$ cat config.mk
export PLATFORM = sky130hd
export DESIGN_NAME = washer_ctrl_prog
export DESIGN_NICKNAME = d
export VERILOG_FILES = /design/src/rtl/washer_ctrl_prog.sv
export SDC_FILE = /design/constraint.sdc
export NUM_CORES = 1
export LEC_CHECK = 0
export ABC_AREA = 1
export BUFFER_PORTS_ARGS = -buffer_cell sky130_fd_sc_hd__buf_4
export CAP_MARGIN = 20
export CORE_MARGIN = 2
export CORE_UTILIZATION = 62
export DETAILED_ROUTE_END_ITERATION = 8
export GPL_ROUTABILITY_DRIVEN = 0
export PLACE_DENSITY = 0.87
export SYNTH_ARGS = -nofsm -noshare
export SYNTH_HDL_FRONTEND = slang
export SYNTH_SLANG_ARGS = --single-unit
$ cat constraint.sdc
create_clock -name clk -period 4.3 [get_ports clk]
set_input_delay 0.43 -clock clk [delete_from_list [all_inputs] [get_ports clk]]
set_output_delay 0.43 -clock clk [all_outputs]
set_load 0.01 [all_outputs]
$ cat src/rtl/washer_ctrl_prog.sv
// washer_ctrl_prog: washing-machine program controller.
//   Sequences fill / wash / drain / rinse / spin / done phases from a
//   prescaled tick, with four programs, pause/resume, a forward-stop-
//   reverse-stop motor pattern and an emergency alarm state.
//   Optional door interlock: define WASHER_DOOR_LOCK_EN.
// Ports:
//   clk, rst (async, active-high)
//   select     program-select button (rising edge, IDLE only)
//   start      start / pause / resume / alarm-clear button (rising edge)
//   emergency  emergency stop level (highest priority)
//   mode_c     selected program: 0 std, 1 quick, 2 rinse+spin, 3 spin
//   zheng/fan  motor forward/reverse; inlet, drain, dry valves/drive
//   alarm, done, ledstop  indicators
//   state      debug state code; remain  ticks left in current phase
//   door_closed / door_lock  only with WASHER_DOOR_LOCK_EN
module washer_ctrl_prog #(
  parameter int CNT_W       = 6,
  parameter int TICK_DIV    = 1,
  parameter int FILL_T      = 4,
  parameter int WASH_T      = 12,
  parameter int RINSE_T     = 6,
  parameter int DRAIN_T     = 3,
  parameter int SPIN_T      = 5,
  parameter int MOTOR_ON_T  = 2,
  parameter int MOTOR_OFF_T = 1,
  parameter int RINSE_N     = 2,
  parameter int DONE_T      = 2
) (
  input  logic             clk,
  input  logic             rst,
  input  logic             select,
  input  logic             start,
  input  logic             emergency,
  output logic [1:0]       mode_c,
  output logic             zheng,
  output logic             fan,
  output logic             inlet,
  output logic             drain,
  output logic             dry,
  output logic             alarm,
  output logic             done,
  output logic             ledstop,
  output logic [3:0]       state,
  output logic [CNT_W-1:0] remain
`ifdef WASHER_DOOR_LOCK_EN
  ,
  input  logic             door_closed,
  output logic             door_lock
`endif
);

  localparam int PW = (TICK_DIV > 1) ? $clog2(TICK_DIV) : 1;
  localparam int MP = 2 * (MOTOR_ON_T + MOTOR_OFF_T);
  localparam int MW = $clog2(MP);
  localparam int RW = (RINSE_N > 1) ? $clog2(RINSE_N) : 1;

  typedef enum logic [3:0] {
    S_IDLE   = 4'd0,
    S_FILL   = 4'd1,
    S_WASH   = 4'd2,
    S_DRAIN  = 4'd3,
    S_RFILL  = 4'd4,
    S_RINSE  = 4'd5,
    S_RDRAIN = 4'd6,
    S_SPIN   = 4'd7,
    S_DONE   = 4'd8,
    S_PAUSE  = 4'd9,
    S_ALARM  = 4'd10
  } state_t;

  state_t          cur, cur_n, saved, saved_n, phase_n;
  logic [PW-1:0]   pre;
  logic [MW-1:0]   msub, msub_n;
  logic [RW-1:0]   rinse_left, rinse_n, rinse_adv;
  logic [CNT_W-1:0] remain_n;
  logic [1:0]      mode_n;
  logic            sel_q, sel_q2, start_q, start_q2, emer_q;
  logic            tick, sel_rise, start_rise, phase_end, motor, running;
  logic            door_ok, door_fall;

  function automatic logic [CNT_W-1:0] dur(input state_t s);
    case (s)
      S_FILL, S_RFILL:  dur = CNT_W'(FILL_T);
      S_WASH:           dur = CNT_W'(WASH_T);
      S_RINSE:          dur = CNT_W'(RINSE_T);
      S_DRAIN, S_RDRAIN: dur = CNT_W'(DRAIN_T);
      S_SPIN:           dur = CNT_W'(SPIN_T);
      S_DONE:           dur = CNT_W'(DONE_T);
      default:          dur = '0;
    endcase
  endfunction

  assign tick       = (pre == PW'(TICK_DIV - 1));
  assign sel_rise   = sel_q & ~sel_q2;
  assign start_rise = start_q & ~start_q2;
  assign phase_end  = tick && (remain == CNT_W'(1));
  assign motor      = (cur == S_WASH) || (cur == S_RINSE);
  assign running    = cur inside {S_FILL, S_WASH, S_DRAIN, S_RFILL, S_RINSE, S_RDRAIN, S_SPIN};
  assign state      = cur;

`ifdef WASHER_DOOR_LOCK_EN
  logic door_q, door_q2;
  always_ff @(posedge clk or posedge rst) begin
    if (rst) begin
      door_q  <= 1'b0;
      door_q2 <= 1'b0;
    end else begin
      door_q  <= door_closed;
      door_q2 <= door_q;
    end
  end
  assign door_ok   = door_q;
  assign door_fall = door_q2 & ~door_q;
  assign door_lock = running || (cur == S_PAUSE);
`else
  assign door_ok   = 1'b1;
  assign door_fall = 1'b0;
`endif

  always_ff @(posedge clk or posedge rst) begin
    if (rst) begin
      pre        <= '0;
      sel_q      <= 1'b0;
      sel_q2     <= 1'b0;
      start_q    <= 1'b0;
      start_q2   <= 1'b0;
      emer_q     <= 1'b0;
      cur        <= S_IDLE;
      saved      <= S_IDLE;
      mode_c     <= '0;
      remain     <= '0;
      rinse_left <= '0;
      msub       <= '0;
    end else begin
      pre        <= tick ? '0 : pre + 1'b1;
      sel_q      <= select;
      sel_q2     <= sel_q;
      start_q    <= start;
      start_q2   <= start_q;
      emer_q     <= emergency;
      cur        <= cur_n;
      saved      <= saved_n;
      mode_c     <= mode_n;
      remain     <= remain_n;
      rinse_left <= rinse_n;
      msub       <= msub_n;
    end
  end

  always_comb begin
    cur_n     = cur;
    saved_n   = saved;
    remain_n  = remain;
    rinse_n   = rinse_left;
    msub_n    = msub;
    mode_n    = mode_c;
    phase_n   = cur;
    rinse_adv = rinse_left;

    // Successor of the current phase, taken when its last tick arrives.
    case (cur)
      S_FILL:  phase_n = S_WASH;
      S_WASH:  phase_n = S_DRAIN;
      S_DRAIN: begin
        if (mode_c == 2'd0) begin
          phase_n   = S_RFILL;
          rinse_adv = RW'(RINSE_N - 1);
        end else begin
          phase_n = S_SPIN;
        end
      end
      S_RFILL: phase_n = S_RINSE;
      S_RINSE: phase_n = S_RDRAIN;
      S_RDRAIN: begin
        if (rinse_left != '0) begin
          phase_n   = S_RFILL;
          rinse_adv = rinse_left - 1'b1;
        end else begin
          phase_n = S_SPIN;
        end
      end
      S_SPIN:  phase_n = S_DONE;
      S_DONE:  phase_n = S_IDLE;
      default: phase_n = cur;
    endcase

    if (emer_q) begin
      cur_n    = S_ALARM;
      remain_n = '0;
      msub_n   = '0;
    end else begin
      case (cur)
        S_IDLE: begin
          if (sel_rise) mode_n = mode_c + 2'd1;
          if (start_rise && door_ok) begin
            case (mode_c)
              2'd2: begin
                cur_n   = S_RFILL;
                rinse_n = RW'(RINSE_N - 1);
              end
              2'd3:    cur_n = S_SPIN;
              default: cur_n = S_FILL;
            endcase
            remain_n = dur(cur_n);
            msub_n   = '0;
          end
        end
        S_PAUSE: if (start_rise && door_ok) cur_n = saved;
        S_ALARM: if (start_rise) cur_n = S_IDLE;
        default: begin
          if (phase_end) begin
            cur_n    = phase_n;
            remain_n = dur(phase_n);
            rinse_n  = rinse_adv;
            msub_n   = '0;
          end else if (tick) begin
            remain_n = remain - 1'b1;
            if (motor) msub_n = (msub == MW'(MP - 1)) ? '0 : msub + 1'b1;
          end
          // A pause on a phase-end tick parks the already-advanced phase;
          // otherwise the pausing tick is discarded so remain stays frozen.
          if (running && (start_rise || door_fall)) begin
            saved_n = cur_n;
            cur_n   = S_PAUSE;
            if (!phase_end) begin
              remain_n = remain;
              msub_n   = msub;
            end
          end
        end
      endcase
    end
  end

  always_comb begin
    zheng   = 1'b0;
    fan     = 1'b0;
    inlet   = 1'b0;
    drain   = 1'b0;
    dry     = 1'b0;
    alarm   = 1'b0;
    done    = 1'b0;
    ledstop = 1'b0;
    case (cur)
      S_IDLE, S_PAUSE:   ledstop = 1'b1;
      S_FILL, S_RFILL:   inlet   = 1'b1;
      S_DRAIN, S_RDRAIN: drain   = 1'b1;
      S_WASH, S_RINSE: begin
        zheng = (msub < MW'(MOTOR_ON_T));
        fan   = (msub >= MW'(MOTOR_ON_T + MOTOR_OFF_T)) &&
                (msub <= MW'(2 * MOTOR_ON_T + MOTOR_OFF_T - 1));
      end
      S_SPIN: begin
        dry   = 1'b1;
        drain = 1'b1;
      end
      S_DONE:  done = 1'b1;
      S_ALARM: begin
        alarm = 1'b1;
        drain = 1'b1;
      end
      default: ledstop = 1'b0;
    endcase
  end

endmodule

== Word-level counts from Yosys, hierarchy flattened ==
Memories as Yosys holds them, arrays and structs flattened.
Cells that the tools add are included.
Storage, ports and cells
  bits in registers: 26
  ROM bits: 128
  input bits: 5
  output and inout port bits: 20
  logic and storage cells: 118
  memories kept: 2
Operators by class
  add/subtract/negate cells: 5
  magnitude comparators: 3
  equal/unequal tests: 22
  multiplexer cells: 46
  bitwise operators: 8
  reduce and logical (&&, ||, !) cells: 20
Memories
  (name not given): depth 16, bits a word 4, read ports 1, clocked after memory_dff 0, write ports 0, line 82  | case (s)
  (name not given): depth 16, bits a word 4, read ports 1, clocked after memory_dff 0, write ports 0, line 82
Operators with widths (number)
  $mux 4: 9
  $mux 6: 6
  $pmux 4 s8: 1
  $mux 3: 8
  $eq 4x3->1 const B: 4
  $mux 1: 14
  $eq 4x4->1 const B: 3
  $pmux 3 s2: 2
  $pmux 4 s3: 1
  $pmux 6 s2: 1
  $reduce_and 3->1: 4
  $ne 3x3->1 const B: 3
  $eq 4x2->1 const B: 2
  $reduce_or 2->1: 4
  $reduce_and 7->1: 1
  $reduce_bool 7->1: 1
  $eq 6x1->1 const B: 1
  $not 1->1: 6
  $sub 6x1->6 const B: 1
  $eq 2x2->1 const B: 2
  $eq 4x1->1 const B: 1
  $logic_not 4->1: 1
  $mux 2: 2
  $ne 2x1->1 const B: 2
  other kinds (20): 24

== Longest topological paths before layout ==
Gate-level depths: netlist (run 1).
  word-level depth: 9
  depth in mapped cells: 17
  gate-level depth less buffers: 17

== Least setup slack after synthesis (run 1) ==
No wires, ideal clock.
  path kind: flip-flop to flip-flop
  from: register cur[1] (netlist: state[1])
  to: register remain[1]
  setup time: 0.116 ns
  data arrival time: 1.955 ns
  required time: 4.184 ns
  setup slack: 2.228 ns
  stages on the path, launching flop included: 18
  path buffers: 2
  period minus slack after synthesis: 2.072 ns
  path through: dfrtp_1 buf_2 nor2_4 nand2_2 buf_4 nand2_1 nand2_1 nand2_1 inv_1 ha_1 inv_1 nand3_1 nand3_1 nand2_1 nand2_1 nand2_1 nand2_1 nand2_1
On the way
  word-level cells in the longest chain between the ends: 8
  elaborated cells on any way between the ends: 25
  classes of those cells: eq/ne (13); mux (6); reduce/logical (5); memory (1)
RTL lines
  start: declaration: line 71  | state_t cur, cur_n, saved, saved_n, phase_n;
  start signal: assignment: line 141  | cur <= cur_n;
  $eq 4x4->1 (tied with other cells): line 161  | case (cur)
  $pmux 4 s8: line 161
  $mem_v2 16x4
  $mux 6: line 211  | if (phase_end) begin
  $mux 6: line 225  | if (!phase_end) begin
  $mux 6: line 222  | if (running && (start_rise || door_fall)) begin
  $pmux 6 s2: line 192  | case (cur)
  $mux 6: line 187  | if (emer_q) begin
  end signal: assignment: line 144  | remain <= remain_n;
  end: declaration: line 44  | output logic [CNT_W-1:0] remain
Parallel ways exist; a longest one is shown, timed or not. The select of a mux whose other input is x is not followed.
A chain may end at the register's enable or synchronous reset.

== Worst setup path in the final report (run 1) ==
  from: register cur[0] (netlist: state[0])
  to: output port fan
On the way
  word-level cells in the longest chain between the ends: 3
  elaborated cells on any way between the ends: 4
  classes of those cells: eq/ne (2); mux (1); reduce/logical (1)
RTL lines
  $eq 4x2->1 or $eq 4x3->1 (tied branches): line 244  | case (cur)
  $reduce_or 2->1 *: line 244
  $mux 1 *: line 244
  end: declaration: line 36  | output logic fan,
Mark *: on every way between the ends. The rest lies on a longest branch, timed or not.

==> summary.txt, run 1 <==
Floorplan
  – Starting density of the core: 0.6367
  – Rows: 20
  – Die Y-Extent: 59.53 µm
  – Placeable Area: 3003 µm²
  – Die footprint: 3544 µm²
  – Die W: 59.53 µm
  – Io pins: 25

Global routing
  – Largest net degree at the start of global routing: 26
  – Tot GR Track Use: 0.2693
  – Number of global-route vias before repair: 1548
  – Total gr overflow: 0
  – First-pass GRT wire length: 7169 µm
  – Antenna violations before repair: 0

Logic synthesis
  – Mapped Cells: 272
  – Top FF cell, synth: dfrtp_1
  – Synth unique cells: 34
  – Mapped Area: 1912 µm²
  – Synth warn: 0
  – EDFF count, synth: 0
  – Flops & latches, synth: 25
  – Post-synth ARST share: 1.000
  – Register area share after synthesis: 0.3272
  – Mean post-synth cell area: 7.029 µm²
  – Mapped Nets: 289

Routing
  – Via count: 1813
  – Routed wire length: 4372 µm
  – # DRC: 0
  – First-pass DRT Iterations: 5
  – DR WL/cell: 13.21 µm
  – DRT antenna net count: 0
  – Via density: 5.477
  – DR iter-0 viols: 136

STA
  – RSZ-0062 raised after global routing: no
  – Fin. Hold Viols: 0
  – Fmax: 0.4164 GHz
  – Pins Over Slew Limit: 0
  – Tmin final: 2402 ps
  – Worst clock skew: 17.26 ps
  – Final WS setup: 1898 ps
  – Tightest Pin Transition: 516.4 ps
  – Final Setup Violations: 0
  – Sum Neg Setup Slack: 0 ps
  – Slew headroom: 0.6554
  – Fin crit share: 0.5586

CTS
  – Worst-Skew Late Latency: 340 ps
  – H-tree levels: 1
  – Reg clk slew, reported paths: 160 ps
  – Setup repair bufs after CTS: 0
  – CTS tree: yes
  – Clk buf depth: 2
  – Clk sinks: 25
  – CTS buffer count: 3
  – CTS root buf: clkbuf_4
  – Resized cells post-CTS: 0
  – Post-CTS Hold Buffers: 0

Final layout
  – Synth-to-Final Area Change: 13.15%
  – Fin nets: 316
  – Fraction of layout instances using a drive strength above 1: 0.2181
  – N_diodes: 0
  – Final Core Density: 0.7204

Worst setup path
  – Critical path startpoint category: flip-flop
  – CP Class: reg2out
  – Worst-path maximum fanout: 8
  – Critical Path RT: 3870 ps
  – Worst Setup End Kind: primary output
  – CP arrival: 1970 ps

Flow run
  – Max Cap Viol: 0

Placement
  – Post-detail-place hpwl: 3344 µm
  – Pre-CTS WS: 2018 ps
  – Port bufs: 24

Pwr
  – Pleak: 1.188 nW
  – Peak supply drop: 0.0003737 V
  – Power Dens Cells: 701.7 nW/µm²

Run status
  – Status: finished clean

Hold path
  – Hold Crit Class: in2async
-- layout by cell type, fill, tap and decap left out, types with 2 or more instances in the layout --
master / synthesis / layout
nand2_1: 76 / 76
inv_1: 33 / 33
nor2_1: 30 / 30
dfrtp_1: 25 / 25
buf_4: 1 / 24
nand3_1: 17 / 17
ha_1: 12 / 12
nand2_2: 11 / 11
o21ai_0: 9 / 9
inv_2: 8 / 8
a21oi_1: 8 / 8
o21ai_1: 5 / 5
nor2_4: 4 / 4
a31oi_1: 4 / 4
o21ai_2: 3 / 3
nor3_1: 3 / 3
xor2_1: 3 / 3
clkbuf_4: 0 / 3
nor2_2: 2 / 2
nand2_4: 2 / 2
a21boi_1: 2 / 2
-- Yosys cell counts, types with 4 or more instances --
library cell	n	area (µm²)
dfrtp_1	25	625.6
o21ai_0	9	45.04
a21oi_1	8	40.04
nor2_1	30	112.6
nand3_1	17	85.08
inv_1	33	123.9
o21ai_1	5	25.02
nor2_4	4	45.04
nand2_2	11	68.82
inv_2	8	30.03
nand2_1	76	285.3
a31oi_1	4	25.02
ha_1	12	150.1
-- cells by family (layout without fill, tap and decap cells) --
group | Yosys count | after routing | share of synthesized area
and+or+nand+nor | 150 | 150 | 0.3658
buffers and inverters | 45 | 71 | 0.09228
AOI/OAI and AO/OA | 36 | 36 | 0.1178
DFF | 25 | 25 | 0.3272
adders and majority gates | 12 | 12 | 0.07853
xor gates and xnor gates | 4 | 4 | 0.01833
-- final timing paths --
path / cells past startpoint / start / slack [ps] / endpoint
setup / recovery: 8 / state[0]$_DFFE_PP0P_ / 1900 / fan
hold / removal: 2 / rst / 90 / sel_q$_DFF_PP0_
setup reg to reg: 17 / state[3]$_DFFE_PP0P_ / 1960 / remain[1]$_DFFE_PP0P_
hold reg to reg: 0 / start_q$_DFF_PP0_ / 400 / start_q2$_DFF_PP0_
max in group asynchronous: 3 / rst / 3720 / remain[4]$_DFFE_PP0P_
min in group clk: 1 / start / 180 / start_q$_DFF_PP0_
-- metal layers --
metal | global-route usage | wire length (µm) | vias up
li1 | - | - | 905
met1 | 0.4039 | 1928 | 825
met2 | 0.4097 | 2095 | 72
met3 | 0.03275 | 292 | 11
met4 | 0.07619 | 55 | 0
met5 | 0 | 0 | -
-- report_power, final --
group | internal, mW | switching, mW | leakage, nW
Sequential | 0.308 | 0.107 | 0.314
Combinational | 0.379 | 0.606 | 0.855
Clock | 0.0380 | 0.0793 | 0.0183
Total | 0.725 | 0.793 | 1.19
-- stage by stage --
stage	instances	hold slack [ps]	power, mW	cell area, µm²
finish	331	94.58	1.518	2163
global route	331	130.0	1.661	2163
CTS	330	177.5	1.511	2148
detailed placement	326	366.2	1.387	2117
global placement	326	361.3	1.365	2117
floorplan	272	353.7	1.111	1912
-- final cells by class --
class                      instances  area (µm²)
clock buffer                       3       22.52
clock inverter                     1       8.758
fill                             252       839.6
inverter                          42       160.2
multi-input combinational        202        1110
sequential                        25       625.6
tap                               33       41.29
timing repair buffer              25       195.2
-- critical path, stage by stage (launching register included) --
cell and delay, ps:
dfrtp_1 630, inv_2 80, nand2_2 110, inv_1 50
nand2_1 70, inv_1 60, a21oi_1 350, a221oi_1 110
buf_4 170
-- state kept, by name (all words and copies together), names as in the netlist, 2 cells and up --
name / count
msub: 3
mode_c: 2
state: 4
saved: 4
remain: 6
(Power assumes the default switching activity.)
==> run 2, diff against run 1 <==
--- a/config.mk
+++ b/config.mk
@@ -9,10 +9,10 @@
 export BUFFER_PORTS_ARGS = -buffer_cell sky130_fd_sc_hd__buf_4
 export CAP_MARGIN = 20
 export CORE_MARGIN = 2
-export CORE_UTILIZATION = 62
+export CORE_UTILIZATION = 58
 export DETAILED_ROUTE_END_ITERATION = 8
 export GPL_ROUTABILITY_DRIVEN = 0
-export PLACE_DENSITY = 0.87
+export PLACE_DENSITY = 0.82
 export SYNTH_ARGS = -nofsm -noshare
 export SYNTH_HDL_FRONTEND = slang
 export SYNTH_SLANG_ARGS = --single-unit
==> constraint.sdc (replaced) <==
create_clock -name clk -period 2.4 [get_ports clk]
set_input_delay 0.24 -clock clk [delete_from_list [all_inputs] [get_ports clk]]
set_output_delay 0.24 -clock clk [all_outputs]
set_load 0.01 [all_outputs]
==> summary.txt, run 2 (synthesis results as in run 1) <==
Run status
  – Status: finished clean (unchanged)

CTS
  – CTS buffer count: 3 (unchanged)
  – H-tree levels: 1 (unchanged)
  – Worst-Skew Late Latency: 350 ps (was 340 ps)
  – Clk buf depth: 2 (unchanged)
  – CTS tree: yes (unchanged)
  – Reg clk slew, reported paths: 160 ps (about the same)
  – CTS root buf: clkbuf_4 (unchanged)
  – Setup repair bufs after CTS: 0 (unchanged)
  – Clk sinks: 25 (unchanged)

STA
  – Tmin final: 2153 ps
  – Tightest Pin Transition: 451.8 ps (was 516.4 ps)
  – Fmax: 0.4644 GHz
  – RSZ-0062 raised after global routing: no (unchanged)
  – Pins Over Slew Limit: 0 (unchanged)
  – Fin. Hold Viols: 0 (unchanged)
  – Worst clock skew: 16.48 ps (was 17.26 ps)
  – Final Setup Violations: 0 (unchanged)
  – Fin crit share: 0.8972
  – Sum Neg Setup Slack: 0 ps (unchanged)
  – Slew headroom: 0.6988 (was 0.6554)

Final layout
  – Commonest non-fill, non-tap cells in the layout: 75 x nand2_1, 33 x inv_1, 29 x nor2_1, 27 x buf_4, 21 x dfrtp_1 (was 76 x nand2_1, 33 x inv_1, 30 x nor2_1, 25 x dfrtp_1, 24 x buf_4)
  – Top reg by flops: remain (unchanged)
  – Synth-to-Final Area Change: 16.82% (was 13.15%)
  – Final Core Density: 0.7198 (was 0.7204)
  – Largest register FFs: 6 (unchanged)
  – Commonest non-fill, non-tap cell in the layout: nand2_1 (unchanged)
  – Fraction of layout instances using a drive strength above 1: 0.2401 (was 0.2181)
  – Fin nets: 322 (was 316)
  – N_diodes: 0 (unchanged)

Worst setup path
  – Worst Setup End Kind: flip-flop (was primary output)
  – Worst-path maximum fanout: 7 (was 8)
  – Critical path origin: state[3]$_DFFE_PP0P_ (was state[0]$_DFFE_PP0P_)
  – Critical Path RT: 2640 ps (was 3870 ps)
  – Crit path cell chain: inv_2 -> nand2_2 -> nor2_1 -> nand2_1 -> nand2_1 -> inv_1 -> nand3_1 -> inv_1 -> ha_1 -> inv_1 -> nand3_1 -> nand3_1 -> nand2_1 -> nand2_1 -> nand2_1 -> nand2_1 -> nand2_1 (was inv_2 -> nand2_2 -> inv_1 -> nand2_1 -> inv_1 -> a21oi_1 -> a221oi_1 -> buf_4)
  – Worst path max stage delay: 510 ps (was 630 ps)
  – Reg2reg start: state[3]$_DFFE_PP0P_ (unchanged)
  – CP Class: reg2reg (was reg2out)
  – Top cell by count, worst path: nand2_1 (was inv_1)
  – CP max stage cell: dfrtp_2 (was dfrtp_1)
  – CP arrival: 2400 ps (was 1970 ps)
  – R2R setup slack: 250 ps (was 1960 ps)
  – Critical path startpoint category: flip-flop (unchanged)

Global routing
  – First-pass GRT wire length: 7203 µm (was 7169 µm)
  – Tot GR Track Use: 0.2599 (was 0.2693)
  – Number of global-route vias before repair: 1652 (was 1548)
  – Antenna violations before repair: 0 (unchanged)
  – Largest net degree at the start of global routing: 26 (unchanged)
  – Total gr overflow: 0 (unchanged)

Floorplan
  – Die footprint: 3772 µm² (was 3544 µm²)
  – Die W: 61.42 µm (was 59.53 µm)
  – Placeable Area: 3103 µm² (was 3003 µm²)
  – Die Y-Extent: 61.42 µm (was 59.53 µm)
  – Starting density of the core: 0.6161 (was 0.6367)
  – Io pins: 25 (unchanged)
  – Rows: 20 (unchanged)

Pwr
  – Clock power frac: 0.076 (was 0.077)
  – Int Pwr: 1.322 mW (was 725.1 µW)
  – Sw power: 1.415 mW (was 792.9 µW)
  – Pleak: 1.202 nW (was 1.188 nW)
  – Combinational power share: 0.651 (was 0.649)
  – Reg power frac: 0.272 (was 0.273)
  – Power Dens Cells: 1226 nW/µm² (was 701.7 nW/µm²)
  – Tot Pwr: 2.738 mW (was 1.518 mW)
  – Peak supply drop: 0.0005652 V (was 0.0003737 V)
  – Sw frac: 0.5171 (was 0.5223)

Routing
  – DR iter-0 viols: 149 (was 136)
  – DR WL/cell: 12.46 µm (was 13.21 µm)
  – DRT antenna net count: 0 (unchanged)
  – Via count: 1806 (was 1813)
  – Via density: 5.190 (was 5.477)
  – # DRC: 0 (unchanged)
  – Routed wire length: 4335 µm (was 4372 µm)
  – First-pass DRT Iterations: 9 (was 5)

Placement
  – Port bufs: 24 (unchanged)
  – Post-detail-place hpwl: 3307 µm (was 3344 µm)

Hold path
  – Hold Crit Class: reg2reg (was in2async)
  – Hold Path Origin: start_q$_DFF_PP0_

Flow run
  – Max Cap Viol: 0 (unchanged)
## run 2: changes by cell type in the layout (fill, tap and decap cells not counted), moves of 3 or more
cell           previous run  this run
buf_4                    24        27
dlygate4sd3_1             0         4
dfrtp_1                  25        21
dfrtp_2                   0         4
## run 2: what timing repair did
action | CTS | global route
endpoints found under the hold margin | 28 | 0
setup endpoints to repair | 0 | 2
resized for setup | 0 | 6
hold buffers | 4 | 0
## run 2: per-stage QoR
stage / setup slack, ps / hold WS (ps) / instance area (µm²) / instances
6_report: 246.8 / 395.3 / 2233 / 348
5_1_grt: 0.6537 / 414.0 / 2233 / 348
4_1_cts: 164.4 / 396.3 / 2223 / 348
3_5_place_dp: 203.7 / 322.5 / 2153 / 340
3_3_place_gp: 289.5 / 316.9 / 2153 / 340
2_1_floorplan: 328.5 / 267.3 / 1912 / 272
## run 2: critical path: cells and delay by family, from the launching register on
kind | cells | cell delay (ps)
adder cells (fa/ha/maj) | 1 | 270
flip-flops | 1 | 510
buffers and inverters | 4 | 330
AND/OR/NAND/NOR | 12 | 930
## run 2: metal layers
layer / routed length [µm] / global-route usage
met5: 0 / 0
met4: 121 / 0.1064
met3: 200 / 0.03782
met2: 1985 / 0.4301
met1: 2028 / 0.3431
## run 2: area by class of cell
type | count | area, µm²
timing repair buffer | 31 | 242.7
sequential | 25 | 630.6
fill | 278 | 869.6
inverter | 42 | 160.2
clock inverter | 1 | 7.507
tap | 44 | 55.05
clock buffer | 3 | 22.52
multi-input combinational | 202 | 1115
## run 2: worst paths after layout
check	endpoint	cells after the start
worst max-delay path	remain[1]$_DFFE_PP0P_	17
worst min-delay path	start_q2$_DFF_PP0_	0
worst max register to register	remain[1]$_DFFE_PP0P_	17
worst min register to register	start_q2$_DFF_PP0_	0
max in group asynchronous	remain[1]$_DFFE_PP0P_	4
min in group asynchronous	mode_c[0]$_DFFE_PP0P_	4
## run 2: power groups by stage
stage / Combinational [mW] / Clock, mW / Sequential (mW)
after detailed placement: 1.74 / 0 / 0.745
final: 1.78 / 0.209 / 0.745
after floorplan: 1.26 / 0 / 0.728
after global routing: 2.02 / 0.228 / 0.766
after global placement: 1.72 / 0 / 0.733
after CTS: 1.77 / 0.210 / 0.736
==> run 3, diff against run 2 <==
==> constraint.sdc (replaced) <==
create_clock -name clk -period 2.4 [get_ports clk]
set_input_delay 0.24 -clock clk [delete_from_list [all_inputs] [get_ports clk]]
set_output_delay 0.24 -clock clk [all_outputs]
set_load 0.1 [all_outputs]
==> summary.txt, run 3 (synthesis results as in run 1) <==
Global routing
  – Met1 Use GR: 0.3591 (was 0.3431)
  – Met2 GRT Util: 0.4134 (was 0.4301)
  – First-pass GRT wire length: 7238 µm (was 7203 µm)
  – Antenna violations before repair: 0 (unchanged)
  – Total gr overflow: 0 (unchanged)
  – Number of global-route vias before repair: 1643 (was 1652)
  – Tot GR Track Use: 0.2550 (was 0.2599)
  – Met3 Use GR: 0.04622 (was 0.03782)
  – Grt peak-use layer: met2 (unchanged)
  – Largest net degree at the start of global routing: 20 (was 26)

STA
  – RSZ-0062 raised after global routing: no (unchanged)
  – Worst clock skew: 6.090 ps (was 16.48 ps)
  – Fin crit share: 0.9115 (was 0.8972)
  – Final Setup Violations: 0 (unchanged)
  – Sum Neg Setup Slack: 0 ps (unchanged)
  – Tightest Pin Transition: 695.4 ps (was 451.8 ps)
  – Slew headroom: 0.5359 (was 0.6988)
  – Fmax: 0.4571 GHz (was 0.4644 GHz)
  – Tmin final: 2188 ps (was 2153 ps)
  – Pins Over Slew Limit: 0 (unchanged)
  – Final WS setup: 212.3 ps (was 246.8 ps)
  – Fin. Hold Viols: 0 (unchanged)

Placement
  – Post-detail-place hpwl: 3422 µm (was 3307 µm)
  – Pre-CTS WS: 207.9 ps (was 203.7 ps)
  – Placed cell area: 2225 µm² (was 2153 µm²)
  – Port bufs: 24 (unchanged)

CTS
  – Clk buf depth: 2 (unchanged)
  – Clk sinks: 25 (unchanged)
  – CTS tree: yes (unchanged)
  – H-tree levels: 1 (unchanged)
  – Reg clk slew, reported paths: 150 ps (was 160 ps)
  – Worst-Skew Late Latency: 330 ps (was 350 ps)
  – CTS buffer count: 3 (unchanged)
  – CTS root buf: clkbuf_4 (unchanged)

Final layout
  – Final instance area: 2295 µm² (was 2233 µm²)
  – Top reg by flops: remain (unchanged)
  – Fin nets: 323 (was 322)
  – Synth-to-Final Area Change: 20.03% (was 16.82%)
  – Fraction of layout instances using a drive strength above 1: 0.2754 (was 0.2401)
  – N_diodes: 0 (unchanged)
  – Commonest non-fill, non-tap cells in the layout: 74 x nand2_1, 33 x inv_1, 29 x buf_4, 27 x nor2_1, 19 x dfrtp_1 (was 75 x nand2_1, 33 x inv_1, 29 x nor2_1, 27 x buf_4, 21 x dfrtp_1)
  – Largest register FFs: 6 (unchanged)
  – Fill count: 283 (was 278)
  – Commonest non-fill, non-tap cell in the layout: nand2_1 (unchanged)

Worst setup path
  – Critical path startpoint category: flip-flop (unchanged)
  – Crit path capture: remain[1]$_DFFE_PP0P_ (unchanged)
  – Reg2Reg Capture Point: remain[1]$_DFFE_PP0P_ (unchanged)
  – Critical Path RT: 2630 ps (was 2640 ps)
  – CP Class: reg2reg (unchanged)
  – Reg2reg start: state[3]$_DFFE_PP0P_ (unchanged)
  – Worst Setup End Kind: flip-flop (unchanged)
  – Worst-path maximum fanout: 6 (was 7)
  – R2R setup slack: 210 ps (was 250 ps)
  – CP arrival: 2420 ps (was 2400 ps)
  – Critical path origin: state[3]$_DFFE_PP0P_ (unchanged)
  – R2r worst-path depth: 17 (unchanged)

Floorplan
  – Rows: 20 (unchanged)
  – Die footprint: 3772 µm² (unchanged)
  – Starting density of the core: 0.6161 (unchanged)
  – Placeable Area: 3103 µm² (unchanged)
  – Die Y-Extent: 61.42 µm (unchanged)
  – Die W: 61.42 µm (unchanged)
  – Io pins: 25 (unchanged)

Routing
  – # DRC: 0 (unchanged)
  – DR iter-0 viols: 112 (was 149)
  – Routed wire length: 4384 µm (was 4335 µm)
  – DR WL/cell: 12.56 µm (was 12.46 µm)
  – First-pass DRT Iterations: 4 (was 9)
  – DRT antenna net count: 0 (unchanged)
  – Via density: 5.275 (was 5.190)
  – Via count: 1841 (was 1806)

Run status
  – Status: finished clean (unchanged)

Hold path
  – Hold Crit Class: in2async (was reg2reg)

Flow run
  – Max Cap Viol: 0 (unchanged)
==> run 3: cell types whose count changed in the layout (fill, tap and decap cells not counted), sizes merged <==
| cell | previous run | this run |
|---|---|---|
| buf | 27 | 29 |
| clkinv | 0 | 1 |
| clkinvlp | 1 | 0 |
| dlygate4sd3 | 4 | 3 |
==> run 3: area by class of cell <==
type	instances	area (µm²)	share of cell area
clock buffer	3	22.52	0.009815
clock inverter	1	5.005	0.002181
inverter	42	160.2	0.06979
multi-input combinational	202	1169	0.5093
sequential	25	635.6	0.2770
tap	44	55.05	0.02399
timing repair buffer	32	247.7	0.1080
==> run 3: what timing repair did <==
item                       in CTS  in global routing
setup endpoints to repair       0                  2
setup buffers                   0                  1
gates resized for setup         0                  2
hold buffers                    0                  3
hold endpoints to repair        0                  3
==> run 3: worst max-delay path: stages (launching register included) <==
cell and delay [ps]:
dfrtp_2 490, inv_2 120, nand2_2 120, nor2_1 170, nand2_1 90, nand2_1 60, inv_1 40, nand3_1 140
inv_1 110, ha_1 280, inv_1 70, nand3_1 80, nand3_1 80, nand2_1 60, nand2_1 50, nand2_1 40
nand2_1 50, nand2_1 50
==> run 3: worst min-delay path by stage <==
stage,end,from,depth (start not counted)
final,saved[1]$_DFFE_PP0P_,rst,2
after global routing,start_q$_DFF_PP0_,rst,2
after CTS,emer_q$_DFF_PP0_,emergency,1
after detailed placement,emer_q$_DFF_PP0_,emergency,1
after global placement,emer_q$_DFF_PP0_,emergency,1
after floorplan,emer_q$_DFF_PP0_,rst,1
==> run 3: routing by layer <==
layer,vias up,part of all wire
li1,918,-
met1,856,0.46
met2,63,0.47
met3,4,0.057
met4,0,0.0057
met5,-,0
==> run 3: metrics by stage <==
step / cells / hold slack [ps] / utilization
after global placement: 341 / 349.7 / 0.7169
after detailed placement: 341 / 350.6 / 0.7169
after global routing: 349 / 72.30 / 0.7395
after CTS: 345 / 10.94 / 0.7258
final: 349 / 1.916 / 0.7395
after floorplan: 272 / 267.0 / -
Power of run 3 is left out: the tool's default activity adds up to more than one toggle a clock period on the data nets, which glitch-free logic cannot reach.
